**config.mk**
```make
export PLATFORM = sky130hd
export DESIGN_NAME = alu_rr_arbiter
export DESIGN_NICKNAME = d
export VERILOG_FILES = /design/src/rtl/alu_rr_arbiter.sv
export SDC_FILE = /design/constraint.sdc
export NUM_CORES = 1
export LEC_CHECK = 0
export CAP_MARGIN = 0
export CORE_MARGIN = 3
export CORE_UTILIZATION = 39
export CTS_CLUSTER_DIAMETER = 30
export DETAILED_ROUTE_END_ITERATION = 16
export PLACE_DENSITY = 0.74
export SLEW_MARGIN = 10
export SYNTH_ARGS = -nofsm -noshare
export SYNTH_HDL_FRONTEND = slang
export SYNTH_SLANG_ARGS = --single-unit
```
**constraint.sdc**
```tcl
create_clock -name clk -period 1.65 [get_ports clk]
set_clock_uncertainty 0.1 [all_clocks]
set_input_delay 0.165 -clock clk [delete_from_list [all_inputs] [get_ports clk]]
set_output_delay 0.165 -clock clk [all_outputs]
set_load 0.01 [all_outputs]
```
**src/rtl/alu_rr_arbiter.sv**
```systemverilog
// rtl/alu_rr_arbiter.sv - round-robin sharing of one combinational ALU between two requesters
module alu_rr_arbiter #(
  parameter int DATA_W  = 2,
  parameter int SEL_W   = 2,
  parameter int RES_W   = 4,
  parameter int ALU_LAT = 1
) (
  input  logic              clk,
  input  logic              rst_n,
  input  logic              req0,
  input  logic              req1,
  input  logic [DATA_W-1:0] a0,
  input  logic [DATA_W-1:0] a1,
  input  logic [DATA_W-1:0] b0,
  input  logic [DATA_W-1:0] b1,
  input  logic [SEL_W-1:0]  sel0,
  input  logic [SEL_W-1:0]  sel1,
  output logic              gnt0,
  output logic              gnt1,
  output logic              done0,
  output logic              done1,
  output logic [RES_W-1:0]  result_o,
  output logic              busy_o,
  output logic [DATA_W-1:0] alu_a_o,
  output logic [DATA_W-1:0] alu_b_o,
  output logic [SEL_W-1:0]  alu_sel_o,
  input  logic [RES_W-1:0]  alu_y_i
);

  typedef enum logic [1:0] {
    IDLE = 2'd0,
    EXEC = 2'd1,
    DONE = 2'd2
  } state_t;

  state_t     state_q, state_d;
  logic [3:0] cnt_q;
  logic       ptr_q;   // last-served requester; also owner of the op in flight
  logic       win1;
  logic       launch;
  logic       capture;

  // On contention the requester that was not served last wins.
  assign win1    = req1 & (~req0 | ~ptr_q);
  assign launch  = (state_q == IDLE) & (req0 | req1);
  assign capture = (state_q == EXEC) & (cnt_q == 4'd0);
  assign busy_o  = (state_q == EXEC) | (state_q == DONE);

  always_comb begin
    state_d = state_q;
    case (state_q)
      IDLE:    if (req0 | req1) state_d = EXEC;
      EXEC:    if (cnt_q == 4'd0) state_d = DONE;
      DONE:    state_d = IDLE;
      default: state_d = IDLE;
    endcase
  end

  always_ff @(posedge clk or negedge rst_n) begin
    if (!rst_n) begin
      state_q   <= IDLE;
      cnt_q     <= 4'd0;
      ptr_q     <= 1'b1;
      gnt0      <= 1'b0;
      gnt1      <= 1'b0;
      done0     <= 1'b0;
      done1     <= 1'b0;
      result_o  <= '0;
      alu_a_o   <= '0;
      alu_b_o   <= '0;
      alu_sel_o <= '0;
    end else begin
      state_q <= state_d;
      gnt0    <= launch & ~win1;
      gnt1    <= launch & win1;
      done0   <= capture & ~ptr_q;
      done1   <= capture & ptr_q;
      if (launch) begin
        ptr_q     <= win1;
        alu_a_o   <= win1 ? a1 : a0;
        alu_b_o   <= win1 ? b1 : b0;
        alu_sel_o <= win1 ? sel1 : sel0;
        cnt_q     <= 4'(ALU_LAT - 1);
      end else if ((state_q == EXEC) && (cnt_q != 4'd0)) begin
        cnt_q <= cnt_q - 4'd1;
      end
      if (capture) result_o <= alu_y_i;
    end
  end

endmodule

```
-- Word-level counts from Yosys, hierarchy flattened
Cells that the tools add are included.
Widths: inputs -> output; s select.
- word-level logic and storage cells: 43
- input port bits: 20
- output and inout bits: 15
- register bits after elaboration: 21
- multiplexer cells: 8
- bitwise logic cells: 13
- reductions and logical operators: 6
- add/subtract/negate cells: 1
- equality and inequality tests: 4
- operator list (operator ; number):
    $mux 2 ; 5
    $mux 4 ; 2
    $and 1x1->1 ; 7
    $logic_not 4->1 ; 1
    $ne 2x1->1 const B ; 2
    $pmux 2 s2 ; 1
    $reduce_bool 4->1 ; 1
    $sub 4x1->4 const B ; 1
    $not 1->1 ; 3
    $or 1x1->1 ; 3
    $eq 2x1->1 const B ; 1
    $eq 2x2->1 const B ; 1
    $logic_not 2->1 ; 1
    $reduce_and 2->1 ; 1
    $reduce_bool 2->1 ; 1
    $logic_and 1x1->1 ; 1

-- Longest topological paths before layout
Gate-level depths: netlist (run 1).
- depth after elaboration: 5
- depth in mapped cells: 6
- gate-level depth less buffers: 5

-- Worst setup path before layout (run 1)
Ideal clock, no wire load.
- path type: register -> register
- start point: register cnt_q[0]
- end point: register result_o[0]
- data arrival time: 1541 ps
- buffers on the path: 1
- required time: 1425 ps
- slack: -116 ps
- stages on the path, launching flop included: 7
- period minus slack after synthesis: 1766 ps
- setup time: 125 ps
- cell sequence: dfrtp_1 -> inv_1 -> ha_1 -> or3b_1 -> buf_6 -> nor2_8 -> mux2_4
- longest elaborated chain between the ends: 2
- ends and longest elaborated chain (item ; line ; RTL):
    start, declared ; 37 ; logic [3:0] cnt_q;
    start signal, assigned ; 83 ; cnt_q <= 4'(ALU_LAT - 1);
    start signal, assigned ; 85 ; cnt_q <= cnt_q - 4'd1;
    $logic_not 4->1 ; 46 ; assign capture = (state_q == EXEC) & (cnt_q == 4'd0);
    $and 1x1->1 ; 46 ;
    end signal, assigned ; 87 ; if (capture) result_o <= alu_y_i;
    end, declared ; 22 ; output logic [RES_W-1:0] result_o,
No other way between the ends.
A chain may end at the register's enable or synchronous reset.

-- Final worst setup path (run 1)
- start point: register cnt_q[0]
- end point: register result_o[1]
Same word-level chain as after synthesis.

==> impl_metrics.tcl, run 1 <==
set metrics [dict create \
    utilization_pct 70.2 \
    synth_seq_cells 21 \
    routed_wl_mm 2.52 \
    clk_pin_slew_worst_paths_ns 0.11 \
    power_frac_seq_pct 29.4 \
    fin_crit_sh_pct 103 \
    rows 17 \
    placed_area_um2 1470 \
    hold_path_class "in -> async" \
    yosys.area.top_type "dfrtp_1" \
    drt-initial-drc-count 17 \
    boundaryPins 35 \
    syn_to_final_growth_pct 65.0 \
    r2r-start "cnt_q[0]$_DFFE_PN0P_" \
    fin_cells 170 \
    netlist_area_um2 977 \
    highest_layer "met4" \
    grt_pass1_wl_mm 3.93 \
    finalCriticalPeriod_ns 1.70 \
    tightest_slew_ns 0.367 \
    htree_levels 1 \
    gp_congestion 0.801 \
    worst_slack_ns -0.0476 \
    fmax_mhz 589 \
    viasPerCell 5.06 \
    die_x_um 56.1 \
    ir_drop_mv 1.21 \
    cp-start-kind "flip-flop" \
    slew_viol_final 0 \
    powerDensity_nw_per_um2 1820 \
    ys_types 27 \
    setup_viol 5 \
    pwr-share-clk_pct 8.4 \
    p_switching_uw 1060 \
    final_design_area_no_fill_um2 1610 \
    grt_max_degree 22 \
    cp_data_required_time_ns 1.75 \
    violations "negative setup slack" \
    initial_core_util_pct 42.5 \
    criticalPathCategory "reg -> reg" \
    setup.worst_path.start "cnt_q[0]$_DFFE_PN0P_" \
    crit_family "simple AND/OR/NAND/NOR gates" \
    cts-root-buf "clkbuf_4" \
    status "finished, violations left" \
    post-place-cells 157 \
    worst_path_largest_cell_delay_ns 0.41 \
    grt_pass1_vias 822 \
    clock_path_buffers 2 \
    switching_share_pct 36.0 \
    numPortBuffers 34 \
    fin_tns_setup_ns -0.201 \
    die_h_um 56.1 \
    drv_cap 0 \
    dr.pass1.iters 4 \
    clkLatencyLatePin_ns 0.31 \
    antenna_cells 0 \
    grt_antenna_before_repair 0 \
    grtUsageTotal_pct 16.0 \
    cts_buffers 3 \
    postSynthAreaPerCell_um2 12.2 \
    met3_length_um 152 \
    dpl.hpwl_mm 1.73 \
    p_int_uw 1880 \
    synth_area_leaders "dfrtp_1 51%, a221o_1 6.1%, mux2_4 6.1%" \
    wirelength_met1_mm 1.05 \
    combPwrFrac_pct 62.2 \
    synth_cells 80 \
    overflow 0 \
    vias 861 \
    synth_warnings 0 \
    crit_path_cell_trace "inv_2, ha_4, or3b_4, nor2_8, mux2_4" \
    numClockSinks 21 \
    critPathBufInv 1 \
    arrival_ns 1.80 \
    rsz0062_at_grt "yes" \
    cts_tree "built" \
    met2_length_mm 1.30 \
    core-area_um2 2300 \
    worst_path_max_delay_cell "dfrtp_1" \
    wl_per_cell_um 14.8 \
    fin_nets 167 \
    ant_nets 0 \
    synth_top_cell_area_share_pct 51.2 \
    synth.net_count 104 \
    holdWs_ns 0.0877 \
    p_leak_uw 0.000726 \
    hold_viol 0 \
    drc 0 \
    final_layout_size_suffix_gt1_share_pct 35.9 \
    endpoint_kind "flip-flop" \
    cp_max_fo 4 \
    synth-seq-area-share_pct 53.9 \
    slew_headroom_pct 75.6 \
    dieArea_um2 3140 \
]
## power by group through the flow
stage | logic, uW | registers, uW | clock network [uW]
finish | 1820 | 863 | 246
global route | 1980 | 895 | 273
CTS | 1700 | 861 | 253
detailed placement | 1600 | 867 | 0
global placement | 1560 | 858 | 0
floorplan | 789 | 944 | 0
## synthesized netlist by cell type
cell type / instances
dfrtp_1: 20
inv_1: 7
a21oi_1: 6
a221o_1: 6
and2_1: 6
ha_1: 4
mux2_4: 4
nand2_1: 4
nor3_1: 3
nor2_1: 2
o21ai_0: 2
a211o_2: 1
a21o_1: 1
a21oi_2: 1
a311oi_1: 1
buf_6: 1
dfstp_2: 1
mux2i_1: 1
nand3_1: 1
nor2_8: 1
nor3b_1: 1
nor4b_1: 1
o211ai_1: 1
o21a_1: 1
o41ai_1: 1
or3b_1: 1
or3b_2: 1
## flip-flops by register name, summed over array words and instances (netlist names)
signal / cells
state_q: 2
alu_sel_o: 2
gnt1: 1
gnt0: 1
done1: 1
done0: 1
ptr_q: 1
alu_a_o: 2
result_o: 4
cnt_q: 4
alu_b_o: 2
## cell type report
cell class                      count  area, um2
Fill cell                         187        684
Sequential cell                    21        527
Timing Repair Buffer               59        527
Multi-Input combinational cell     51        470
Tap cell                           28       35.0
Inverter                            7       26.3
Clock buffer                        3       22.5
Clock inverter                      1       5.00
## path summary, 6_finish.rpt
check | slack [ns] | end | cells after the start
max | -0.05 | result_o[1]$_DFFE_PN0P_ | 5
min | 0.09 | result_o[3]$_DFFE_PN0P_ | 2
max reg2reg | -0.05 | result_o[1]$_DFFE_PN0P_ | 5
min reg2reg | 0.42 | result_o[0]$_DFFE_PN0P_ | 1
max in group asynchronous | 1.10 | ptr_q$_DFFE_PN1P_ | 2
min in group clk | 0.36 | alu_a_o[1]$_DFFE_PN0P_ | 2
## cell families (layout without fill, tap and decap cells)
kind of cell	count (synthesis)	in the layout	share of synthesized area, %
adders and majority gates	4	4	5.12
AOI/OAI and AO/OA	21	21	16.3
buffers and inverters	8	70	3.84
muxes	5	5	7.17
and+or+nand+nor	21	21	13.7
DFF	21	21	53.9
## layout by cell type (no fill, tap or decap), drive strengths merged
cell           Yosys  final
dlygate4sd2        0      1
o21ai              2      2
dfrtp             20     20
clkbuf             0      3
nor2               3      3
dfstp              1      1
nor4b              1      1
mux2i              1      1
clkdlybuf4s50      0     33
a221o              6      6
clkinv             0      1
and2               6      6
o41ai              1      1
a21oi              7      7
nor3b              1      1
ha                 4      4
a211o              1      1
nand2              4      4
a311oi             1      1
o211ai             1      1
inv                7      7
mux2               4      4
a21o               1      1
or3b               2      2
nor3               3      3
nand3              1      1
o21a               1      1
buf                1     25
## routing by layer
layer  vias to the layer above  global-route usage [%]
met1                       413                    21.8
met3                         4                    4.41
met4                         0                    5.08
met2                        30                    24.5
li1                        414                       -
met5                         -                       0
## metrics by stage
| step | total power [uW] | worst slack, ns |
|---|---|---|
| finish | 2930 | -0.0476 |
| global route | 3150 | -0.0916 |
| CTS | 2810 | -0.0373 |
| detailed placement | 2470 | -0.134 |
| global placement | 2420 | -0.0764 |
| floorplan | 1730 | -0.0895 |
## what timing repair did
item / CTS / global route
setup buffers: 5 / 4
pin swaps: 2 / 1
hold buffers: 0 / 0
endpoints found under the setup margin: 7 / 11
resized for setup: 8 / 6
Power figures use the tool's default switching activity.
==> run 2: changes to the inputs <==
--- a/config.mk
+++ b/config.mk
@@ -5,8 +5,7 @@
 export SDC_FILE = /design/constraint.sdc
 export NUM_CORES = 1
 export LEC_CHECK = 0
-export CAP_MARGIN = 0
-export CORE_MARGIN = 3
+export CORE_MARGIN = 2
 export CORE_UTILIZATION = 39
 export CTS_CLUSTER_DIAMETER = 30
 export DETAILED_ROUTE_END_ITERATION = 16
==> impl_metrics.tcl, run 2 (synthesis results as in run 1) <==
set metrics [dict create \
    largest_registers "cnt_q (4), result_o (4)" \
    endpoint_kind "flip-flop" \
    finalCriticalPeriod_ns 1.67 \
    rows 18 \
    arrival_ns 1.78 \
    final_cell_mix "33 x clkdlybuf4s50_1, 20 x dfrtp_1, 18 x buf_4" \
    overflow 0 \
    antenna_cells 0 \
    rrSetupSlack_ns -0.02 \
    pwr-share-clk_pct 9.1 \
    vias 845 \
    r2r-end "result_o[2]$_DFFE_PN0P_" \
    grt_pass1_vias 930 \
    dpl.hpwl_mm 1.90 \
    cts_hold_buf 0 \
    boundaryPins 35 \
    setup_viol 4 \
    htree_levels 1 \
    switching_share_pct 35.8 \
    initial_core_util_pct 40.2 \
    cp-start-kind "flip-flop" \
    wl_per_cell_um 15.1 \
    fin_nets 160 \
    criticalPathCategory "reg -> reg" \
    grt_max_degree 22 \
    powerDensity_nw_per_um2 1820 \
    numPortBuffers 34 \
    grt_pass1_wl_mm 4.16 \
    reg2reg_depth 5 \
    grt_antenna_before_repair 0 \
    cts-root-buf "clkbuf_4" \
    ir_drop_mv 1.21 \
    drv_cap 0 \
    cp_max_fo 4 \
    tightest_slew_ns 0.320 \
    status "finished, violations left" \
    rsz0062_at_grt "yes" \
    dieArea_um2 2920 \
    slew_headroom_pct 78.4 \
    p_leak_uw 0.000685 \
    cts_buffers 3 \
    gp_congestion 0.886 \
    r2r-start "cnt_q[1]$_DFFE_PN0P_" \
    hold_viol 0 \
    fin_tns_setup_ns -0.0748 \
    die_x_um 54.1 \
    holdWs_ns 0.0838 \
    regArea_um2 527 \
    combPwrFrac_pct 60.0 \
    final_layout_size_suffix_gt1_share_pct 28.1 \
    clkLatencyLatePin_ns 0.31 \
    drt-initial-drc-count 16 \
    clock_path_buffers 2 \
    slew_viol_final 0 \
    worst_slack_ns -0.0203 \
    die_h_um 54.1 \
    worst_path_largest_cell_delay_ns 0.41 \
    grtUsageTotal_pct 20.2 \
    critPathBufInv 1 \
    routed_wl_mm 2.49 \
    crit_family "simple AND/OR/NAND/NOR gates" \
    violations "negative setup slack" \
    p_int_uw 1800 \
    power_frac_seq_pct 30.9 \
    core-area_um2 2430 \
    p_switching_uw 1000 \
    cts_tree "built" \
    multi_input_area_um2 449 \
    ant_nets 0 \
    p_total_uw 2800 \
    numClockSinks 21 \
    syn_to_final_growth_pct 57.6 \
    hold_path_class "in -> async" \
    fill_cells 203 \
    final_common_cell "clkdlybuf4s50_1" \
    worst_path_max_delay_cell "or3b_4" \
    fmax_mhz 599 \
    drc 0 \
    dr.pass1.iters 4 \
    fin_crit_sh_pct 101 \
    cp_data_required_time_ns 1.76 \
    crit_path_cell_trace "inv_2, ha_4, or3b_4, nor2_8, mux2_4" \
    clk_pin_slew_worst_paths_ns 0.12 \
    viasPerCell 5.12 \
]
run 2: final cells by class:
| type | instances | area share [%] |
|---|---|---|
| Clock buffer | 4 | 1.71 |
| Multi-Input combinational cell | 51 | 29.2 |
| Tap cell | 30 | 2.44 |
| Inverter | 7 | 1.71 |
| Sequential cell | 21 | 34.2 |
| Timing Repair Buffer | 52 | 30.8 |
run 2: repair_timing:
item	in CTS	in global routing
setup buffers	3	1
endpoints found under the setup margin	13	15
resized for setup	3	4
pin swaps	1	0
run 2: worst max-delay path by stage:
stage,from,end,slack [ns],cells after the start
6_report,cnt_q[1]$_DFFE_PN0P_,result_o[2]$_DFFE_PN0P_,-0.02,5
3_5_place_dp,cnt_q[1]$_DFFE_PN0P_,result_o[1]$_DFFE_PN0P_,-0.09,5
5_1_grt,cnt_q[1]$_DFFE_PN0P_,result_o[2]$_DFFE_PN0P_,-0.06,5
4_1_cts,cnt_q[1]$_DFFE_PN0P_,result_o[2]$_DFFE_PN0P_,-0.03,5
3_3_place_gp,cnt_q[1]$_DFFE_PN0P_,result_o[0]$_DFFE_PN0P_,-0.07,5
2_1_floorplan,cnt_q[1]$_DFFE_PN0P_,result_o[0]$_DFFE_PN0P_,-0.09,6
run 2: routing by layer:
| layer | routed length, um | vias up | GRT usage (%) |
|---|---|---|---|
| li1 | - | 399 | - |
| met1 | 1080 | 414 | 26.4 |
| met2 | 1270 | 24 | 32.1 |
| met3 | 82 | 8 | 2.78 |
| met4 | 61 | 0 | 11.3 |
| met5 | 0 | - | 0 |
run 2: worst reg2reg max path, cell delays in order (launching register included):
cell     delay, ns
dfrtp_1       0.40
inv_2         0.08
ha_4          0.13
or3b_4        0.41
nor2_8        0.14
mux2_4        0.31
run 2: power groups by stage:
stage / logic (uW) / registers (uW) / clock network, uW
detailed placement: 1590 / 882 / 0
global placement: 1530 / 869 / 0
floorplan: 789 / 944 / 0
CTS: 1650 / 869 / 256
finish: 1680 / 866 / 255
global route: 1820 / 894 / 282
run 2: stage by stage:
step	utilization (%)	worst slack [ns]	std cells	cell area, um2
global route	63.3	-0.0628	165	1540
floorplan	-	-0.0895	80	990
global placement	60.1	-0.0706	157	1460
finish	63.3	-0.0203	165	1540
CTS	62.2	-0.0269	164	1510
detailed placement	60.1	-0.0922	157	1460
==> run 3: changes to the inputs <==
--- a/config.mk
+++ b/config.mk
@@ -5,11 +5,12 @@
 export SDC_FILE = /design/constraint.sdc
 export NUM_CORES = 1
 export LEC_CHECK = 0
-export CORE_MARGIN = 2
-export CORE_UTILIZATION = 39
+export CORE_UTILIZATION = 50
 export CTS_CLUSTER_DIAMETER = 30
 export DETAILED_ROUTE_END_ITERATION = 16
-export PLACE_DENSITY = 0.74
+export DONT_BUFFER_PORTS = 1
+export GPL_ROUTABILITY_DRIVEN = 0
+export PLACE_DENSITY = 0.68
 export SLEW_MARGIN = 10
 export SYNTH_ARGS = -nofsm -noshare
 export SYNTH_HDL_FRONTEND = slang
==> impl_metrics.tcl, run 3 (synthesis results as in run 1) <==
set metrics [dict create \
    status "finished, violations left" \
    violations "negative setup slack" \
    final_design_area_no_fill_um2 1410 \
    antenna_cells 0 \
    criticalPathCategory "reg -> reg" \
    r2r-end "result_o[2]$_DFFE_PN0P_" \
    cp_max_fo 4 \
    syn_to_final_growth_pct 43.9 \
    grt_pass1_vias 820 \
    grt_max_degree 22 \
    grt_pass1_wl_mm 3.62 \
    fin_cells 144 \
    clock_path_buffers 2 \
    critPathBufInv 1 \
    cp_data_required_time_ns 1.75 \
    tightest_slew_ns 0.929 \
    initial_core_util_pct 54.8 \
    dr.pass1.iters 4 \
    overflow 0 \
    drt-initial-drc-count 14 \
    met2_usage_pct 43.9 \
    final_cell_mix "20 x dfrtp_1, 20 x dlygate4sd3_1, 16 x buf_4" \
    crit_path_cell_trace "inv_2, ha_4, or3b_4, nor2_8, mux2_4" \
    grtUsageTotal_pct 25.0 \
    drv_cap 0 \
    busiest_layer "met2" \
    met1_usage_pct 28.8 \
    fmax_mhz 592 \
    slew_headroom_pct 37.8 \
    grt_antenna_before_repair 0 \
    endpoint_kind "flip-flop" \
    worst_path_max_delay_cell "dfrtp_1" \
    placed_area_um2 1120 \
    vias 802 \
    finalCriticalPeriod_ns 1.69 \
    die_x_um 46.2 \
    wl_per_cell_um 16.4 \
    drc 0 \
    cts-root-buf "clkbuf_4" \
    p_leak_uw 0.000633 \
    cts_buffers 3 \
    final_layout_size_suffix_gt1_share_pct 35.3 \
    cp.depth 5 \
    dieArea_um2 2140 \
    rows 15 \
    setup.worst_path.start "cnt_q[1]$_DFFE_PN0P_" \
    viasPerCell 5.57 \
    fin_nets 144 \
    worst_slack_ns -0.0403 \
    slew_viol_final 0 \
    reg2reg_depth 5 \
    clk_pin_slew_worst_paths_ns 0.12 \
    powerDensity_nw_per_um2 1820 \
    numPortBuffers 0 \
    htree_levels 1 \
    ir_drop_mv 1.21 \
    largest_registers "cnt_q (4), result_o (4)" \
    post-place-cells 119 \
    rrSetupSlack_ns -0.04 \
    r2r-start "cnt_q[1]$_DFFE_PN0P_" \
    numClockSinks 21 \
    crit_family "simple AND/OR/NAND/NOR gates" \
    die_h_um 46.2 \
    clkLatencyLatePin_ns 0.30 \
    dpl.hpwl_mm 1.32 \
    core-area_um2 1780 \
    hold_path_class "in -> reg" \
    boundaryPins 35 \
    worstHoldStart "req1" \
    fin_crit_sh_pct 102 \
    routed_wl_mm 2.36 \
    cp-start-kind "flip-flop" \
    ant_nets 0 \
    pre_cts_slack_ns -0.0977 \
    use_met3_pct 4.71 \
    hold_viol 0 \
    arrival_ns 1.79 \
    worst_path_largest_cell_delay_ns 0.41 \
    cts_tree "built" \
    setup_viol 4 \
    rsz0062_at_grt "yes" \
    endpoint "result_o[2]$_DFFE_PN0P_" \
    p_total_uw 2560 \
]
run 3: area by class of cell:
class	instances	area, um2
inverter	7	26.3
clock buffer	3	22.5
fill	108	377
tap	25	31.3
sequential	21	527
multi-input combinational	51	474
timing repair buffer	36	320
clock inverter	1	5.00
run 3: worst min-delay path by stage:
stage | cells past startpoint | end | slack (ns)
2_1_floorplan | 0 | alu_a_o[0]$_DFFE_PN0P_ | -0.23
3_3_place_gp | 0 | cnt_q[2]$_DFFE_PN0P_ | -0.23
3_5_place_dp | 0 | cnt_q[0]$_DFFE_PN0P_ | -0.23
4_1_cts | 3 | gnt0$_DFF_PN0_ | 0.02
5_1_grt | 2 | cnt_q[0]$_DFFE_PN0P_ | 0.03
6_report | 2 | cnt_q[2]$_DFFE_PN0P_ | 0.03
run 3: where the power goes:
group          switching, uW  internal (uW)
Clock                    157           90.4
Sequential               235            747
Combinational            612            717
Total                   1000           1550
run 3: what timing repair did:
| item | in CTS | in global routing |
|---|---|---|
| setup endpoints to repair | 11 | 14 |
| hold buffers | 19 | 1 |
| setup buffers | 1 | 0 |
| endpoints found under the hold margin | 34 | 1 |
| resized for setup | 4 | 9 |
| pin swaps | 2 | 1 |
run 3: metrics by stage:
stage	utilization [%]	hold slack (ns)	TNS [ns]
6_report	78.9	0.0268	-0.120
5_1_grt	78.9	0.0271	-0.352
4_1_cts	76.2	0.0169	-0.0943
3_5_place_dp	62.9	-0.230	-0.576
3_3_place_gp	62.9	-0.230	-0.245
2_1_floorplan	-	-0.231	-0.358
run 3: worst reg2reg max path, cell delays in order (launching register included):
cell and delay, ns:
dfrtp_1 0.41, inv_2 0.08, ha_4 0.13, or3b_4 0.41, nor2_8 0.14, mux2_4 0.32
run 3: routing by layer:
layer  wire, um  share of wire, %
met5          0                 0
met4         63               2.7
met3         87               3.7
met2       1250                53
met1        954                41
